==> config.mk <==
export PLATFORM = sky130hd
export DESIGN_NAME = instruction_field_decoder_flat
export DESIGN_NICKNAME = d
export VERILOG_FILES = /design/src/rtl/cpu_isa_pkg.sv /design/src/rtl/instruction_field_decoder_if.sv /design/src/rtl/ext_sel_lut.sv /design/src/rtl/instruction_field_decoder.sv /design/src/flat_wrapper.sv
export SDC_FILE = /design/constraint.sdc
export NUM_CORES = 1
export LEC_CHECK = 0
export ABC_AREA = 1
export ABC_CLOCK_PERIOD_IN_PS = 3730
export BUFFER_PORTS_ARGS = -buffer_cell sky130_fd_sc_hd__buf_4
export CAP_MARGIN = 20
export CORE_ASPECT_RATIO = 1.25
export CORE_MARGIN = 2
export CORE_UTILIZATION = 46
export DETAILED_ROUTE_END_ITERATION = 8
export HOLD_SLACK_MARGIN = 0.08
export PLACE_DENSITY = 0.85
export SETUP_SLACK_MARGIN = 0.4
export SYNTH_ARGS = -nofsm -noshare
export SYNTH_HDL_FRONTEND = slang
export SYNTH_SLANG_ARGS = --single-unit
==> constraint.sdc <==
create_clock -name CLK -period 3.73 [get_ports CLK]
set_input_delay 0.373 -clock CLK [delete_from_list [all_inputs] [get_ports CLK]]
set_output_delay 0.373 -clock CLK [all_outputs]
set_load 0.1 [all_outputs]
==> src/rtl/cpu_isa_pkg.sv <==
// Shared ISA definitions for the multicycle CPU: opcodes, immediate-extension
// encodings, instruction field positions and decoder state/field types.
package cpu_isa_pkg;

  localparam int INS_W = 32;

  localparam int OPC_MSB   = 31;
  localparam int OPC_LSB   = 26;
  localparam int RS_MSB    = 25;
  localparam int RS_LSB    = 21;
  localparam int RT_MSB    = 20;
  localparam int RT_LSB    = 16;
  localparam int RD_MSB    = 15;
  localparam int RD_LSB    = 11;
  localparam int SHAMT_MSB = 10;
  localparam int SHAMT_LSB = 6;
  localparam int IMM_MSB   = 15;
  localparam int IMM_LSB   = 0;
  localparam int JT_MSB    = 25;
  localparam int JT_LSB    = 0;

  localparam logic [5:0] OP_ADD   = 6'b000000;
  localparam logic [5:0] OP_SUB   = 6'b000001;
  localparam logic [5:0] OP_ADDI  = 6'b000010;
  localparam logic [5:0] OP_OR    = 6'b010000;
  localparam logic [5:0] OP_AND   = 6'b010001;
  localparam logic [5:0] OP_ORI   = 6'b010010;
  localparam logic [5:0] OP_SLL   = 6'b011000;
  localparam logic [5:0] OP_SLT   = 6'b100110;
  localparam logic [5:0] OP_SLTIU = 6'b100111;
  localparam logic [5:0] OP_SW    = 6'b110000;
  localparam logic [5:0] OP_LW    = 6'b110001;
  localparam logic [5:0] OP_BEQ   = 6'b110100;
  localparam logic [5:0] OP_J     = 6'b111000;
  localparam logic [5:0] OP_JR    = 6'b111001;
  localparam logic [5:0] OP_JAL   = 6'b111010;
  localparam logic [5:0] OP_HALT  = 6'b111111;

  localparam logic [1:0] EXT_SHAMT = 2'b00;
  localparam logic [1:0] EXT_ZERO  = 2'b01;
  localparam logic [1:0] EXT_SIGN  = 2'b10;
  localparam logic [1:0] EXT_RSVD  = 2'b11;

  typedef enum logic [1:0] {
    ST_IDLE   = 2'b00,
    ST_DECODE = 2'b01,
    ST_HOLD   = 2'b10,
    ST_HALT   = 2'b11
  } dec_state_e;

  typedef struct packed {
    logic [5:0]  opcode;
    logic [4:0]  rs;
    logic [4:0]  rt;
    logic [4:0]  rd;
    logic [15:0] imm;
    logic [25:0] jtarget;
  } dec_fields_t;

  // Raw field split; Immediate already carries shamt in bits 10:6.
  function automatic dec_fields_t slice_fields(input logic [INS_W-1:0] ins);
    dec_fields_t f;
    f.opcode  = ins[OPC_MSB:OPC_LSB];
    f.rs      = ins[RS_MSB:RS_LSB];
    f.rt      = ins[RT_MSB:RT_LSB];
    f.rd      = ins[RD_MSB:RD_LSB];
    f.imm     = ins[IMM_MSB:IMM_LSB];
    f.jtarget = ins[JT_MSB:JT_LSB];
    return f;
  endfunction

endpackage

==> src/rtl/instruction_field_decoder_if.sv <==
// Fetch-side handshake plus decoded-field bus between instruction memory,
// the field decoder and its consumers (control unit, register file, extender).
interface instruction_field_decoder_if;
  import cpu_isa_pkg::*;

  logic [INS_W-1:0] InsIn;
  logic             InsValid;
  logic             InsReady;
  logic             DecAck;
  logic             DecValid;
  logic [5:0]       Opcode;
  logic [4:0]       Rs;
  logic [4:0]       Rt;
  logic [4:0]       Rd;
  logic [15:0]      Immediate;
  logic [1:0]       ExtSel;
  logic [25:0]      JumpTarget;
  logic             IllegalOp;
  logic             Halted;

  modport slave (
    input  InsIn, InsValid, DecAck,
    output InsReady, DecValid, Opcode, Rs, Rt, Rd, Immediate, ExtSel,
           JumpTarget, IllegalOp, Halted
  );

  modport master (
    output InsIn, InsValid, DecAck,
    input  InsReady, DecValid, Opcode, Rs, Rt, Rd, Immediate, ExtSel,
           JumpTarget, IllegalOp, Halted
  );

endinterface

==> src/rtl/ext_sel_lut.sv <==
// Combinational opcode classifier: immediate-extension mode and illegal flag.
// Shared with the control unit so both agree on what the ISA contains.
module ext_sel_lut
  import cpu_isa_pkg::*;
(
  input  logic [5:0] opcode_i,
  output logic [1:0] ext_sel_o,
  output logic       illegal_o
);

  // Opcode table lookup; anything unlisted is reserved/illegal.
  always_comb begin
    ext_sel_o = EXT_RSVD;
    illegal_o = 1'b1;
    case (opcode_i)
      OP_ADDI, OP_SW, OP_LW, OP_BEQ: begin
        ext_sel_o = EXT_SIGN;
        illegal_o = 1'b0;
      end
      OP_ORI, OP_SLTIU: begin
        ext_sel_o = EXT_ZERO;
        illegal_o = 1'b0;
      end
      OP_SLL: begin
        ext_sel_o = EXT_SHAMT;
        illegal_o = 1'b0;
      end
      // Legal opcodes that never use the immediate get a harmless zero-extend.
      OP_ADD, OP_SUB, OP_OR, OP_AND, OP_SLT, OP_J, OP_JR, OP_JAL, OP_HALT: begin
        ext_sel_o = EXT_ZERO;
        illegal_o = 1'b0;
      end
      default: begin
        ext_sel_o = EXT_RSVD;
        illegal_o = 1'b1;
      end
    endcase
  end

endmodule

==> src/rtl/instruction_field_decoder.sv <==
// Instruction register with valid/ready intake, registered field split,
// opcode classification and a sticky halt state that only reset leaves.
module instruction_field_decoder
  import cpu_isa_pkg::*;
#(
  parameter int             IW           = 32,
  parameter logic [IW-1:0]  RESET_PC_INS = 32'h0000_0000
) (
  input  logic                        CLK,
  input  logic                        RST,
  instruction_field_decoder_if.slave  bus
);

  dec_state_e  state_q, state_d;
  logic [IW-1:0] ir_q, ir_d;
  logic        ready_q, ready_d;
  logic        dec_valid_q, dec_valid_d;
  logic        halted_q, halted_d;
  dec_fields_t fields_q, fields_d;
  logic [1:0]  ext_sel_q, ext_sel_d;
  logic        illegal_q, illegal_d;

  logic [1:0]  lut_ext_sel_s;
  logic        lut_illegal_s;

  ext_sel_lut u_ext_sel_lut (
    .opcode_i  (ir_q[OPC_MSB:OPC_LSB]),
    .ext_sel_o (lut_ext_sel_s),
    .illegal_o (lut_illegal_s)
  );

  // Next-state and next-output logic for the intake/decode/hold/halt sequence.
  always_comb begin
    state_d     = state_q;
    ir_d        = ir_q;
    dec_valid_d = dec_valid_q;
    halted_d    = halted_q;
    fields_d    = fields_q;
    ext_sel_d   = ext_sel_q;
    illegal_d   = illegal_q;
    case (state_q)
      ST_IDLE: begin
        if (bus.InsValid && ready_q) begin
          ir_d    = bus.InsIn;
          state_d = ST_DECODE;
        end else begin
          state_d = ST_IDLE;
        end
      end
      ST_DECODE: begin
        fields_d    = slice_fields(ir_q);
        ext_sel_d   = lut_ext_sel_s;
        illegal_d   = lut_illegal_s;
        dec_valid_d = 1'b1;
        state_d     = ST_HOLD;
      end
      ST_HOLD: begin
        if (bus.DecAck) begin
          dec_valid_d = 1'b0;
          if (fields_q.opcode == OP_HALT) begin
            halted_d = 1'b1;
            state_d  = ST_HALT;
          end else begin
            state_d  = ST_IDLE;
          end
        end else begin
          state_d = ST_HOLD;
        end
      end
      ST_HALT: begin
        halted_d = 1'b1;
        state_d  = ST_HALT;
      end
      default: begin
        state_d = ST_IDLE;
      end
    endcase
    // Ready is registered so it is low throughout reset and rises one edge later.
    ready_d = (state_d == ST_IDLE);
  end

  // State and output registers.
  always_ff @(posedge CLK or negedge RST) begin
    if (!RST) begin
      state_q     <= ST_IDLE;
      ir_q        <= RESET_PC_INS;
      ready_q     <= 1'b0;
      dec_valid_q <= 1'b0;
      halted_q    <= 1'b0;
      fields_q    <= '0;
      ext_sel_q   <= EXT_ZERO;
      illegal_q   <= 1'b0;
    end else begin
      state_q     <= state_d;
      ir_q        <= ir_d;
      ready_q     <= ready_d;
      dec_valid_q <= dec_valid_d;
      halted_q    <= halted_d;
      fields_q    <= fields_d;
      ext_sel_q   <= ext_sel_d;
      illegal_q   <= illegal_d;
    end
  end

  assign bus.InsReady   = ready_q;
  assign bus.DecValid   = dec_valid_q;
  assign bus.Halted     = halted_q;
  assign bus.Opcode     = fields_q.opcode;
  assign bus.Rs         = fields_q.rs;
  assign bus.Rt         = fields_q.rt;
  assign bus.Rd         = fields_q.rd;
  assign bus.Immediate  = fields_q.imm;
  assign bus.JumpTarget = fields_q.jtarget;
  assign bus.ExtSel     = ext_sel_q;
  assign bus.IllegalOp  = illegal_q;

endmodule
==> src/flat_wrapper.sv <==
// flat-port wrapper written by rule: the top's interface ports become plain ports
module instruction_field_decoder_flat import cpu_isa_pkg::*;
#(
  parameter int             IW           = 32,
  parameter logic [IW-1:0]  RESET_PC_INS = 32'h0000_0000
)
  (CLK, RST, bus_InsIn, bus_InsValid, bus_DecAck, bus_InsReady, bus_DecValid, bus_Opcode, bus_Rs, bus_Rt, bus_Rd, bus_Immediate, bus_ExtSel, bus_JumpTarget, bus_IllegalOp, bus_Halted);
  instruction_field_decoder_if bus_i ();
  input  logic CLK;
  input  logic RST;
  input wire logic [$bits(bus_i.InsIn)-1:0] bus_InsIn;
  input wire logic [$bits(bus_i.InsValid)-1:0] bus_InsValid;
  input wire logic [$bits(bus_i.DecAck)-1:0] bus_DecAck;
  output wire logic [$bits(bus_i.InsReady)-1:0] bus_InsReady;
  output wire logic [$bits(bus_i.DecValid)-1:0] bus_DecValid;
  output wire logic [$bits(bus_i.Opcode)-1:0] bus_Opcode;
  output wire logic [$bits(bus_i.Rs)-1:0] bus_Rs;
  output wire logic [$bits(bus_i.Rt)-1:0] bus_Rt;
  output wire logic [$bits(bus_i.Rd)-1:0] bus_Rd;
  output wire logic [$bits(bus_i.Immediate)-1:0] bus_Immediate;
  output wire logic [$bits(bus_i.ExtSel)-1:0] bus_ExtSel;
  output wire logic [$bits(bus_i.JumpTarget)-1:0] bus_JumpTarget;
  output wire logic [$bits(bus_i.IllegalOp)-1:0] bus_IllegalOp;
  output wire logic [$bits(bus_i.Halted)-1:0] bus_Halted;
  assign bus_i.InsIn = bus_InsIn;
  assign bus_i.InsValid = bus_InsValid;
  assign bus_i.DecAck = bus_DecAck;
  assign bus_InsReady = bus_i.InsReady;
  assign bus_DecValid = bus_i.DecValid;
  assign bus_Opcode = bus_i.Opcode;
  assign bus_Rs = bus_i.Rs;
  assign bus_Rt = bus_i.Rt;
  assign bus_Rd = bus_i.Rd;
  assign bus_Immediate = bus_i.Immediate;
  assign bus_ExtSel = bus_i.ExtSel;
  assign bus_JumpTarget = bus_i.JumpTarget;
  assign bus_IllegalOp = bus_i.IllegalOp;
  assign bus_Halted = bus_i.Halted;
  instruction_field_decoder #(.IW(IW), .RESET_PC_INS(RESET_PC_INS)) u_core (.CLK(CLK), .RST(RST), .bus(bus_i));
endmodule
[Word level (Yosys, flattened, before mapping)]
Memories as Yosys holds them, arrays and structs flattened. A register that Yosys moved wholly into a read port is not among the register bits.
Index checks and enable logic that the tools add are counted.
W data, S select, Z words.
Word-level totals
  memories: 1
  bits in read-only memories: 192
  logic and storage cells: 36
  register bits after elaboration: 100
  input bits: 36
Cells by class
  reduce and logical (&&, ||, !) cells: 9
  multiplexer cells: 9
  equal/unequal tests: 6
Memories
  (no name shown): depth 64, bits a word 3, rd ports 1, clocked after Yosys merged registers in 1, wr ports 0, RTL line ext_sel_lut.sv:15  | case (opcode_i)
Operators by type and width (number)
  $pmux W2 S4: 1
  $eq A6 B6 Y1 const B: 1
  $eq A2 B2 Y1 const B: 2
  $logic_not A2 Y1: 2
  $mux W1: 4
  $mux W2: 2
  $pmux W1 S2: 2
  $reduce_and A2 Y1: 2
  $reduce_bool A2 Y1: 2
  $reduce_and A3 Y1: 1
  $eq A2 B1 Y1 const B: 1
  $ne A2 B1 Y1 const B: 1
  $ne A2 B2 Y1 const B: 1
  $logic_and A1 B1 Y1: 1
  $logic_not A1 Y1: 1

[Logic depth before layout (Yosys ltp)]
  word-level depth: 5
  depth in mapped cells: 7
  mapped depth without buffers: 7

[Modules after synthesis]
From an unflattened synthesis, not the netlist that was laid out.
Unflattened totals
  cell total of the unflattened synthesis: 360
  area, all modules: 3136.8 µm²
By module, submodules not included
  instruction_field_decoder: instances 1, sequential area each 1803.0 µm², area each 2986.6 µm², cells an instance 326
  ext_sel_lut: instances 1, sequential area each 0.0 µm², area each 150.1 µm², cells an instance 34

[Least setup slack after synthesis]
OpenSTA, ideal clock, no wires.
  path kind: register to output
  start point: register u_core.bus.Rd[0] (netlist name)
  end point: output bus_JumpTarget[11]
  slack: 2.000 ns
  buffers on the path: 1
  data required time: 3.357 ns
  cell stages (with the launch flop): 2
  data arrival time: 1.357 ns
  cells stage by stage: dfrtp_1 buf_4
RTL lines
  to (decl): RTL line flat_wrapper.sv:22  | output wire logic [$bits(bus_i.JumpTarget)-1:0] bus_JumpTarget;

[Worst setup path after layout]
  start point: register u_core.state_q[0]
  end point: register u_core.ir_q[9]
Between the ends
  cells in the longest elaborated chain, start to end: 2
RTL lines
  from (decl): RTL line instruction_field_decoder.sv:14  | dec_state_e state_q, state_d;
  from (signal assigned): RTL line instruction_field_decoder.sv:94  | state_q <= state_d;
  $logic_not A2 Y1: RTL line instruction_field_decoder.sv:41  | case (state_q)
  $reduce_and A2 Y1 (no line)
  to (signal assigned): RTL line instruction_field_decoder.sv:95  | ir_q <= ir_d;
  to (decl): RTL line instruction_field_decoder.sv:15  | logic [IW-1:0] ir_q, ir_d;
Every way passes these cells.
A chain may end at the register's enable or synchronous reset.

==> flow_summary_export.csv <==
group,metric,value,unit
run_status,status,"finished clean",
power_and_ir_drop,powerDensity,383,nW/um^2
layout,multi_input_area,922,um^2
route,drtAntennaViolNets,0,
worst_setup_path,rr_worst_depth,4,
grt,grt_overflow,0,
route,highest_layer,"met4",
synth,yosysWarnings,0,
clocking,clkLatencyLatePin,0.35,ns
layout,n_antenna_cell,0,
power_and_ir_drop,peakVddDrop,0.285,mV
worst_setup_path,worstPathArrival,2.25,ns
sta,tightest_slew,0.871,ns
synth,ys_seq_area_share,57.7,%
clocking,cts_tree,"built",
clocking,clockBufferDepth,2,
worst_setup_path,worst_setup_path_end_kind,"flop",
clocking,htreeDepth,3,
sta,finalCritPeriodShare,54.3,%
grt,grt.total_usage,17.9,%
sta,setup_viol,0,
placement,gp_congestion,0.796,
power_and_ir_drop,p_leak,0.00223,uW
sta,tns,0,ns
floorplan,io_pins,105,
route,first_iter_violations,111,
sta,finalHoldViolations,0,
sta,finalClockSkew,0.0103,ns
floorplan,dieHeight,96.1,um
layout,finalNetCount,428,
sta,relSlewSlack,42.0,%
layout,fin_util,60.1,%
worst_setup_path,crit_fanout,33,
layout,areaGrowthSynthToFinish,26.2,%
grt,grt_pass1_vias,2292,
layout,seq_area,1800,um^2
route,avgRoutedWirePerCell,12.9,um
synth,syn_area,3120,um^2
clocking,cts_hold_buffers,0,
placement,io_buffer_count,104,
synth,syn_avg_cell_area,9.82,um^2
synth,ys_types,19,
clocking,numCtsBuffers,9,
grt,antenna_found_initial,0,
sta,timing.fmax,0.494,GHz
sta,finalMaxSlewViolations,0,
floorplan,start_util,47.6,%
layout,final_layout_size_suffix_gt1_share,38.5,%
worst_hold_path,worstHoldPathType,"in2async",
sta,min_period,2.03,ns
route,routed_wl,6250,um
route,route.met2.wl,3270,um
worst_setup_path,cp.required,3.96,ns
floorplan,die-area,7470,um^2
route,dr.pass1.iters,4,
clocking,cts-resized-gates,0,
synth,syn_inst,318,
route,routed_via_density,4.72,
floorplan,num_rows,33,
layout,fill_cells,570,
worst_setup_path,critPathKind,"reg2reg",
placement,dp_hpwl,4420,um
clocking,cts_root_buf,"clkbuf_8",
route,route.detailed.drc,0,
worst_setup_path,critPathLaunchType,"flop",
grt,grt_pass1_wl,10300,um
clocking,clk_pin_slew,0.08,ns
clocking,cts_sinks,72,
grt,grt_max_degree,73,
synth,synth-seq-cells,72,
route,m1WireLength,2470,um
sta,rsz0062_at_grt,"false",
flow_run,drv_cap,0,
route,vias,2284,
synth,synth_nets,354,
clocking,post_cts.repair.setup_buffers,0,
floorplan,core_area,6570,um^2
route,met3_length,432,um
floorplan,fp.dieW,77.7,um
## metal layers
layer	track usage, %	vias up
met1	20.2	1076
met2	31.8	82
met3	5.07	7
met5	0	-
li1	-	1119
met4	7.74	0
## cells in the final DEF (no fill, tap or decap), types with 6 or more instances in the layout
cell type / count
a21oi_1: 6
a21oi_2: 10
buf_4: 106
clkbuf_8: 10
dfrtp_1: 71
inv_1: 22
mux2_2: 18
nand2_1: 91
nand3_1: 8
nor2_1: 27
o21ai_0: 15
## flip-flops by register name (all words and copies together) (netlist names)
signal and flops:
u_core.bus.DecValid 1, u_core.bus.ExtSel 2, u_core.bus.Halted 1, u_core.bus.IllegalOp 1, u_core.bus.InsReady 1, u_core.bus.JumpTarget 14
u_core.bus.Opcode 6, u_core.bus.Rd 4, u_core.bus.Rs 4, u_core.bus.Rt 4, u_core.ir_q 32, u_core.state_q 2
## critical path, cell delays in order (launching register included)
cell and delay (ns):
dfrtp_1 0.42, nor2_2 0.16, nand3_2 0.58, buf_4 0.46, mux2_2 0.29
## final cells by class
class | count | share of cell area (%)
Inverter | 22 | 2.09
Clock buffer | 10 | 3.49
Tap cell | 87 | 2.76
Multi-Input combinational cell | 181 | 23.4
Clock inverter | 6 | 2.35
Timing Repair Buffer | 106 | 20.2
Sequential cell | 72 | 45.7
## metrics by stage
stage	setup WS (ns)	cells	hold WS (ns)	cell area (um^2)	total power, uW
6_report	1.70	484	0.142	3940	1510
5_1_grt	1.52	484	0.209	3940	1570
4_1_cts	1.65	484	0.180	3940	1530
3_5_place_dp	1.66	468	0.450	3710	840
3_3_place_gp	1.72	468	0.446	3710	840
2_1_floorplan	2.00	318	0.0774	3120	796
## path summary, 6_finish.rpt
path                              startpoint               end  slack (ns)
max                        u_core.state_q[0]    u_core.ir_q[9]        1.70
min                                      RST  u_core.bus.Rt[2]        0.14
max reg2reg                u_core.state_q[0]    u_core.ir_q[9]        1.70
min reg2reg                  u_core.ir_q[12]  u_core.bus.Rd[1]        0.47
max in group asynchronous                RST   u_core.ir_q[26]        3.02
min in group CLK               bus_InsIn[31]   u_core.ir_q[31]        0.26
## Yosys cell counts
cell / instances / area share [%]
buf_4: 33 / 7.9
nor2_2: 1 / 0.20
clkbuf_1: 1 / 0.12
buf_2: 6 / 0.96
o21ai_0: 15 / 2.4
o211ai_1: 1 / 0.24
nor2_1: 27 / 3.2
dfstp_2: 1 / 0.84
nand4_1: 2 / 0.40
inv_1: 22 / 2.6
buf_6: 3 / 1.1
nand3b_1: 1 / 0.24
nand3_2: 1 / 0.32
dfrtp_1: 71 / 57
nand3_1: 8 / 1.3
nand2_1: 91 / 11
mux2_2: 18 / 6.5
a21oi_2: 10 / 2.8
a21oi_1: 6 / 0.96
## where the power goes
group	internal, uW	leakage (uW)	switching [uW]
sequential	780	0.000914	0
clock	397	0.000109	292
combinational	23.0	0.00120	20.1
total	1200	0.00223	312
## cells by family (layout without fill, tap and decap cells)
logic type	after synthesis	count (layout)	synth area share, %
AND/OR/NAND/NOR	131	131	16.6
flip-flops	72	72	57.7
buffers and inverters	65	144	12.7
AO/OA/AOI/OAI	32	32	6.41
multiplexers	18	18	6.49
Power figures use the tool's default switching activity.
